==> src/rtl/sig_frame_sequencer.sv <==
// -----------------------------------------------------------------------------
// sig_frame_sequencer
//
// Moves one frame of FRAME_WORDS 32-bit words from memory through the
// processing datapath and back to memory. A read master fetches words and
// feeds the datapath. A write master drains datapath results to the
// destination. Both run concurrently, so a pipelined datapath stays full.
// A one-cycle irq marks completion of the frame.
//
// Parameters
//   FRAME_WORDS : words per frame (1..65535)
//   ADDR_STEP   : byte address increment per word
//
// Ports
//   clk, rst                : clock; asynchronous active-low reset
//   start                   : one-cycle start pulse, honoured only when idle
//   start_addr_read/_write  : frame source/destination byte addresses
//   irq, busy               : frame-complete pulse, frame-in-progress flag
//   avm_rd_*                : read master with a single outstanding read
//   avm_wr_*                : write master
//   dp_in_*                 : valid/ready stream into the datapath
//   dp_out_*                : valid/ready stream of results from the datapath
//
// Every output is a flop. Its next value is decoded from the next-state
// values, so each output already reflects the state it belongs to.
// -----------------------------------------------------------------------------
module sig_frame_sequencer #(
  parameter int unsigned FRAME_WORDS = 256,
  parameter int unsigned ADDR_STEP   = 4
) (
  input  logic        clk,
  input  logic        rst,
  input  logic        start,
  input  logic [31:0] start_addr_read,
  input  logic [31:0] start_addr_write,
  output logic        irq,
  output logic        busy,
  output logic [31:0] avm_rd_address,
  output logic        avm_rd_read,
  input  logic        avm_rd_waitrequest,
  input  logic [31:0] avm_rd_readdata,
  input  logic        avm_rd_readdatavalid,
  output logic [31:0] avm_wr_address,
  output logic        avm_wr_write,
  output logic [31:0] avm_wr_writedata,
  input  logic        avm_wr_waitrequest,
  output logic [31:0] dp_in_data,
  output logic        dp_in_valid,
  input  logic        dp_in_ready,
  input  logic [31:0] dp_out_data,
  input  logic        dp_out_valid,
  output logic        dp_out_ready
);

  localparam logic [15:0] LAST_CNT = 16'(FRAME_WORDS);
  localparam logic [31:0] STEP     = 32'(ADDR_STEP);

  typedef enum logic [1:0] {IDLE, RUN, DONE} top_state_t;
  typedef enum logic [1:0] {R_REQ, R_WAIT, R_PUSH, R_END} rd_state_t;
  typedef enum logic {W_ACC, W_WR} wr_state_t;

  top_state_t  top_state_reg, top_state_next;
  rd_state_t   rd_state_reg, rd_state_next;
  wr_state_t   wr_state_reg, wr_state_next;

  logic [15:0] rd_cnt_reg, rd_cnt_next;
  logic [15:0] wr_cnt_reg, wr_cnt_next;
  logic [31:0] rd_addr_reg, rd_addr_next;
  logic [31:0] wr_addr_reg, wr_addr_next;
  logic [31:0] rd_data_reg, rd_data_next;
  logic [31:0] wr_data_reg, wr_data_next;

  logic        rd_read_reg, rd_read_next;
  logic        dp_in_valid_reg, dp_in_valid_next;
  logic        wr_write_reg, wr_write_next;
  logic        dp_out_ready_reg, dp_out_ready_next;
  logic        busy_reg, busy_next;
  logic        irq_reg, irq_next;

  // State and output registers
  always_ff @(posedge clk or negedge rst) begin
    if (!rst) begin
      top_state_reg    <= IDLE;
      rd_state_reg     <= R_END;
      wr_state_reg     <= W_ACC;
      rd_cnt_reg       <= '0;
      wr_cnt_reg       <= '0;
      rd_addr_reg      <= '0;
      wr_addr_reg      <= '0;
      rd_data_reg      <= '0;
      wr_data_reg      <= '0;
      rd_read_reg      <= 1'b0;
      dp_in_valid_reg  <= 1'b0;
      wr_write_reg     <= 1'b0;
      dp_out_ready_reg <= 1'b0;
      busy_reg         <= 1'b0;
      irq_reg          <= 1'b0;
    end else begin
      top_state_reg    <= top_state_next;
      rd_state_reg     <= rd_state_next;
      wr_state_reg     <= wr_state_next;
      rd_cnt_reg       <= rd_cnt_next;
      wr_cnt_reg       <= wr_cnt_next;
      rd_addr_reg      <= rd_addr_next;
      wr_addr_reg      <= wr_addr_next;
      rd_data_reg      <= rd_data_next;
      wr_data_reg      <= wr_data_next;
      rd_read_reg      <= rd_read_next;
      dp_in_valid_reg  <= dp_in_valid_next;
      wr_write_reg     <= wr_write_next;
      dp_out_ready_reg <= dp_out_ready_next;
      busy_reg         <= busy_next;
      irq_reg          <= irq_next;
    end
  end

  // Next-state and output decode
  always_comb begin
    top_state_next = top_state_reg;
    rd_state_next  = rd_state_reg;
    wr_state_next  = wr_state_reg;
    rd_cnt_next    = rd_cnt_reg;
    wr_cnt_next    = wr_cnt_reg;
    rd_addr_next   = rd_addr_reg;
    wr_addr_next   = wr_addr_reg;
    rd_data_next   = rd_data_reg;
    wr_data_next   = wr_data_reg;

    case (top_state_reg)
      IDLE: begin
        if (start) begin
          top_state_next = RUN;
          rd_state_next  = R_REQ;
          wr_state_next  = W_ACC;
          rd_cnt_next    = '0;
          wr_cnt_next    = '0;
          rd_addr_next   = start_addr_read;
          wr_addr_next   = start_addr_write;
        end
      end

      RUN: begin
        // Read side: request, wait for data, hand the word to the datapath
        case (rd_state_reg)
          R_REQ: begin
            if (!avm_rd_waitrequest) begin
              rd_state_next = R_WAIT;
            end
          end
          R_WAIT: begin
            if (avm_rd_readdatavalid) begin
              rd_data_next  = avm_rd_readdata;
              rd_state_next = R_PUSH;
            end
          end
          R_PUSH: begin
            if (dp_in_ready) begin
              rd_cnt_next   = rd_cnt_reg + 16'd1;
              rd_addr_next  = rd_addr_reg + STEP;
              rd_state_next = (rd_cnt_next == LAST_CNT) ? R_END : R_REQ;
            end
          end
          default: ;
        endcase

        // Write side: take one result, write it, repeat
        case (wr_state_reg)
          W_ACC: begin
            if (dp_out_valid && dp_out_ready_reg) begin
              wr_data_next  = dp_out_data;
              wr_state_next = W_WR;
            end
          end
          W_WR: begin
            if (!avm_wr_waitrequest) begin
              wr_cnt_next   = wr_cnt_reg + 16'd1;
              wr_addr_next  = wr_addr_reg + STEP;
              wr_state_next = W_ACC;
              // The frame ends on the edge that accepts the last write
              if (wr_cnt_next == LAST_CNT) begin
                top_state_next = DONE;
              end
            end
          end
          default: ;
        endcase
      end

      DONE: top_state_next = IDLE;

      default: top_state_next = IDLE;
    endcase

    // Outside RUN both sub-FSMs are parked so nothing is requested
    if (top_state_next != RUN) begin
      rd_state_next = R_END;
      wr_state_next = W_ACC;
    end

    rd_read_next      = (top_state_next == RUN) && (rd_state_next == R_REQ);
    dp_in_valid_next  = (top_state_next == RUN) && (rd_state_next == R_PUSH);
    wr_write_next     = (top_state_next == RUN) && (wr_state_next == W_WR);
    dp_out_ready_next = (top_state_next == RUN) && (wr_state_next == W_ACC) &&
                        (wr_cnt_next < LAST_CNT);
    busy_next         = (top_state_next != IDLE);
    irq_next          = (top_state_next == DONE);
  end

  assign irq              = irq_reg;
  assign busy             = busy_reg;
  assign avm_rd_address   = rd_addr_reg;
  assign avm_rd_read      = rd_read_reg;
  assign avm_wr_address   = wr_addr_reg;
  assign avm_wr_write     = wr_write_reg;
  assign avm_wr_writedata = wr_data_reg;
  assign dp_in_data       = rd_data_reg;
  assign dp_in_valid      = dp_in_valid_reg;
  assign dp_out_ready     = dp_out_ready_reg;

endmodule

==> config.mk <==
export PLATFORM = sky130hd
export DESIGN_NAME = sig_frame_sequencer
export DESIGN_NICKNAME = d
export VERILOG_FILES = /design/src/rtl/sig_frame_sequencer.sv
export SDC_FILE = /design/constraint.sdc
export NUM_CORES = 1
export LEC_CHECK = 0
export ABC_AREA = 1
export ABC_CLOCK_PERIOD_IN_PS = 2500
export CORE_ASPECT_RATIO = 1.1
export CORE_MARGIN = 3
export CORE_UTILIZATION = 35
export DETAILED_ROUTE_END_ITERATION = 10
export GPL_TIMING_DRIVEN = 0
export PLACE_DENSITY = 0.62
export SKIP_CTS_REPAIR_TIMING = 1
export SLEW_MARGIN = 20
export SYNTH_ARGS = -nofsm -noshare
export SYNTH_HDL_FRONTEND = slang
export SYNTH_SLANG_ARGS = --single-unit
==> constraint.sdc <==
create_clock -name clk -period 2.5 [get_ports clk]
set_clock_uncertainty 0.15 [all_clocks]
set_input_delay 0.5 -clock clk [delete_from_list [all_inputs] [get_ports clk]]
set_output_delay 0.5 -clock clk [all_outputs]
set_load 0.02 [all_outputs]
* Yosys cells after proc, flatten, opt, wreduce, memory -nomap -nowiden
Index checks and enable logic that the tools add are counted.
W data, S select, Z words.
** Cells by class
- $add $sub $neg :: 4
- Order comparisons :: 1
- Equality and inequality tests :: 14
- Multiplexer cells :: 35
- Bitwise gates (word level) :: 2
- Reduce and logical (&&, ||, !) cells :: 15
** Operators with widths (number)
- $mux W32 :: 6
- $pmux W32 S2 :: 2
- $mux W16 :: 6
- $add A32 B3 Y32 const B :: 2
- $pmux W16 S2 :: 2
- $add A16 B1 Y16 const B :: 2
- $eq A16 B9 Y1 const B :: 2
- $mux W2 :: 10
- $lt A16 B9 Y1 const B :: 1
- $ne A2 B2 Y1 const B :: 4
- $pmux W2 S2 :: 2
- $reduce_and A4 Y1 :: 2
- $eq A2 B1 Y1 const B :: 3
- $eq A2 B2 Y1 const B :: 3
- $logic_and A1 B1 Y1 :: 6
- $logic_not A2 Y1 :: 3
- $pmux W2 S3 :: 1
- $reduce_and A3 Y1 :: 2
- $mux W1 :: 4
- $ne A2 B1 Y1 const B :: 2
- $pmux W1 S2 :: 2
- $reduce_bool A2 Y1 :: 2
- $not A1 Y1 :: 2
** Word-level totals
- Register bits after elaboration :: 171
- Input port bits :: 136
- Output and inout port bits :: 134
- Logic and storage cells :: 86

* Longest topological paths before layout
- Depth after elaboration :: 11
- Mapped depth :: 15
- Gate-level depth less buffers :: 15

* Worst setup path before layout
OpenSTA, ideal clock, no wires.
- Kind :: reg2reg
- From :: register rd_addr_reg[2] (netlist: avm_rd_address[2])
- To :: register rd_addr_reg[22] (netlist: avm_rd_address[22])
- Library setup time :: 76 ps
- Arrival time :: 1734 ps
- Slack :: 540 ps
- Stages on the path, launching flop included :: 11
- Path buffers :: 0
- Path through :: dfrtp_1 > ha_1 > nand2_1 > nor3_4 > nand3_1 > inv_2 > nand2_1 > nor2_1 > xor2_1 > nor2_1 > o21ai_1
** On the way
- Word-level cells in the longest chain between the ends :: 4
** RTL lines
- start: declaration :: line 68 : logic [31:0] rd_addr_reg, rd_addr_next;
- start signal: assignment :: line 104 : rd_addr_reg <= rd_addr_next;
- $add A32 B3 Y32 :: line 159 : rd_addr_next = rd_addr_reg + STEP;
- $mux W32 :: line 157 : if (dp_in_ready) begin
- $mux W32 :: line 144 : case (rd_state_reg)
- $pmux W32 S2 :: line 129 : case (top_state_reg)
No other way between the ends. The select of a mux whose other input is x is not followed.
A chain may end at the register's enable or synchronous reset.

* Worst setup path in the final report
- From :: input port start
- To :: register wr_addr_reg[9] (netlist: avm_wr_address[9])
** On the way
- Word-level cells in the longest chain between the ends :: 2
** RTL lines
- start: declaration :: line 33 : input logic start,
- $ne A2 B2 Y1 (no source line)
- $reduce_and A4 Y1 (no source line)
- end signal: assignment :: line 105 : wr_addr_reg <= wr_addr_next;
- end: declaration :: line 69 : logic [31:0] wr_addr_reg, wr_addr_next;
No other way between the ends.

==> run summary <==
pre-CTS setup slack - -0.3744 ns
die area - 28560 µm²
first-pass GRT wire length - 48490 µm
Worst-Margin Slew - 0.8069 ns
Commonest cells post-synth - nand2_1, dfrtp_1, inv_1
Max rail drop VDD - 0.4579 mV
critical path startpoint category - input port
number of flops mapped to enable cells by yosys - 0
gr ovfl total - 0
Area Growth Syn to Fin - 40.87%
# DRC - 0
Hold Path Origin - avm_rd_address[1]
Synth top area share - 45.22%
fmax - 430.4 MHz
Final setup viols - 0
Core Footprint - 25720 µm²
Slew Viols, Final - 0
top_reg_cell synth - dfrtp_1
Worst Path Required - 2.64 ns
register area share after synthesis - 45.78%
top cells by area, synth - dfrtp_1, nand2_1, mux2_2
status - finished, final reports clean
critical-path cell list - clkdlybuf4s50_1 > inv_1 > nor2_1 > nand2_2 > inv_2 > nor2_4 > inv_2 > buf_4 > clkbuf_1 > o22ai_1
TritonCTS clock tree - built
Filler Cells Inserted - 2471
I/O pin count - 270
Non-Filler Instances - 1785
pwr/cell area - 760.9 nW/µm²
vias in the first global route - 8916
Relative slew margins - 46.21%
CTS H-tree lvls - 4
leakage power figure - 6.021 nW
Routed Antenna Nets - 0
fin util - 50.92%
Reg-to-Reg Start - wr_cnt_reg[1]
post-synth top area cell - dfrtp_1
worst min path class - register to register
crit share post-route - 92.94%
Synth Area per Inst - 8.192 µm²
crit path max fanout - 10
final hold vios - 0
DR vias/cell - 4.964
Initial Utilization - 36.15%
Critical Path Most Common Cell - inv_2
TritonCTS Sinks - 170
final wirelength - 30680 µm
layout cells sized above 1 - 12.44%
Worst Path Arrival - 2.46 ns
gpl congestion - 0.9270
n_diodes - 0
die extent in y - 176.9 µm
Root Driver - clkbuf_16
Pre-antenna DRT Iters - 7
Synth cell types - 40
setup_tns - 0 ns
Final HPWL DP - 23600 µm
CP max stage delay - 0.45 ns
pin count of the biggest net entering global routing - 69
CP max-delay cell - clkdlybuf4s50_1
CTS Buf Count - 17
cell count after synthesis - 1135
Syn Nets - 1275
total vias in the final route - 8861
asr flop ratio synth - 100.0%
Syn. warnings - 0
worst skew pair latency - 0.43 ns
placed insts - 1752
number of synthesized register bits - 170
endpoint class of the critical path - register
maximum clock insertion buffer count - 2
clock transition at the registers of the reported paths - 0.07 ns
cell with the most instances after synthesis - nand2_1
CP Launch Point - start
Total GRT Usage - 21.38%
width of the die - 161.4 µm
max cap viols - 0
Final nets - 1566
RSZ-0062 raised after global routing - no
Crit Path Class - input port to register
routed len/inst - 17.19 µm
FP Rows - 61
min Tclk post-route - 2.323 ns
setup ws final - 0.1765 ns
Post-Syn Area - 9298 µm²
port bufs - 269
Iter 0 DRT Violations - 480
initial antenna violation count - 0
-- worst max-delay path, delay by kind of cell --
kind | cells | cell delay, ns
AO/OA/AOI/OAI | 1 | 0.15
buffers and inverters | 6 | 1.40
AND/OR/NAND/NOR | 3 | 0.38
-- metrics by stage --
step | hold slack [ns] | total power, mW | instance area, µm²
2_1_floorplan | 0.05441 | 5.694 | 9298
3_3_place_gp | 0.3129 | 7.220 | 12420
3_5_place_dp | 0.2892 | 7.286 | 12480
4_1_cts | -0.1741 | 10.06 | 13070
5_1_grt | 0.3605 | 10.52 | 13100
6_report | 0.3394 | 9.966 | 13100
-- cell families (layout without fill, tap and decap cells) --
family / Yosys count / in the layout / share of synthesized area (%)
AOI/OAI and AO/OA: 157 / 157 / 9.393
xor gates and xnor gates: 33 / 33 / 3.109
adders and majority gates: 4 / 4 / 0.5383
DFF: 170 / 170 / 45.78
buffers and inverters: 167 / 471 / 6.944
and+or+nand+nor: 540 / 540 / 26.48
muxes: 64 / 64 / 7.751
-- layout make-up --
cell class	instances	area [µm²]	area share, %
Inverter	129	484.2	3.697
Multi-Input combinational cell	798	4400	33.60
Tap cell	346	432.9	3.305
Clock inverter	14	161.4	1.232
Buffer	38	170.2	1.299
Sequential cell	170	4257	32.50
Clock buffer	18	429.2	3.277
Timing Repair Buffer	272	2763	21.09
-- metal layers --
layer  GRT usage, %  vias to the layer above  part of all wire, %  wire length, µm
met3          3.534                       30                  5.0             1533
met4          4.338                        0                  1.3              390
met1          27.04                     4269                   42            12850
li1               -                     4324                    -                -
met2          38.62                      238                   52            15910
met5              0                        -                    0                0
-- worst paths after layout --
kind	end	slack [ns]	depth (start not counted)
worst max-delay path	avm_wr_address[9]	0.18	10
worst min-delay path	avm_rd_address[1]	0.34	2
worst max register to register	dp_out_ready	0.25	14
worst min register to register	avm_rd_address[1]	0.34	2
max in group asynchronous	rd_state_reg[0]	1.06	3
min in group asynchronous	avm_wr_address[25]	0.41	2
-- power by group --
| part | total, mW | leakage [nW] | switching, mW | internal, mW |
|---|---|---|---|---|
| combinational | 3.43 | 3.64 | 1.81 | 1.62 |
| clock | 2.73 | 0.284 | 1.23 | 1.50 |
| sequential | 3.80 | 2.10 | 0.471 | 3.33 |
| total | 9.97 | 6.02 | 3.51 | 6.45 |
-- layout by cell type (no fill, tap or decap), types with 19 or more instances in the layout --
| master | count |
|---|---|
| inv_1 | 121 |
| nand3_1 | 70 |
| mux2_2 | 64 |
| o22ai_1 | 37 |
| nand2_1 | 248 |
| clkbuf_1 | 19 |
| nor2_1 | 115 |
| clkdlybuf4s50_1 | 268 |
| a21oi_1 | 19 |
| nor3_1 | 23 |
| xor2_1 | 29 |
| dfrtp_1 | 168 |
| o21ai_0 | 69 |
No activity file was read; power rests on OpenSTA's default activity.
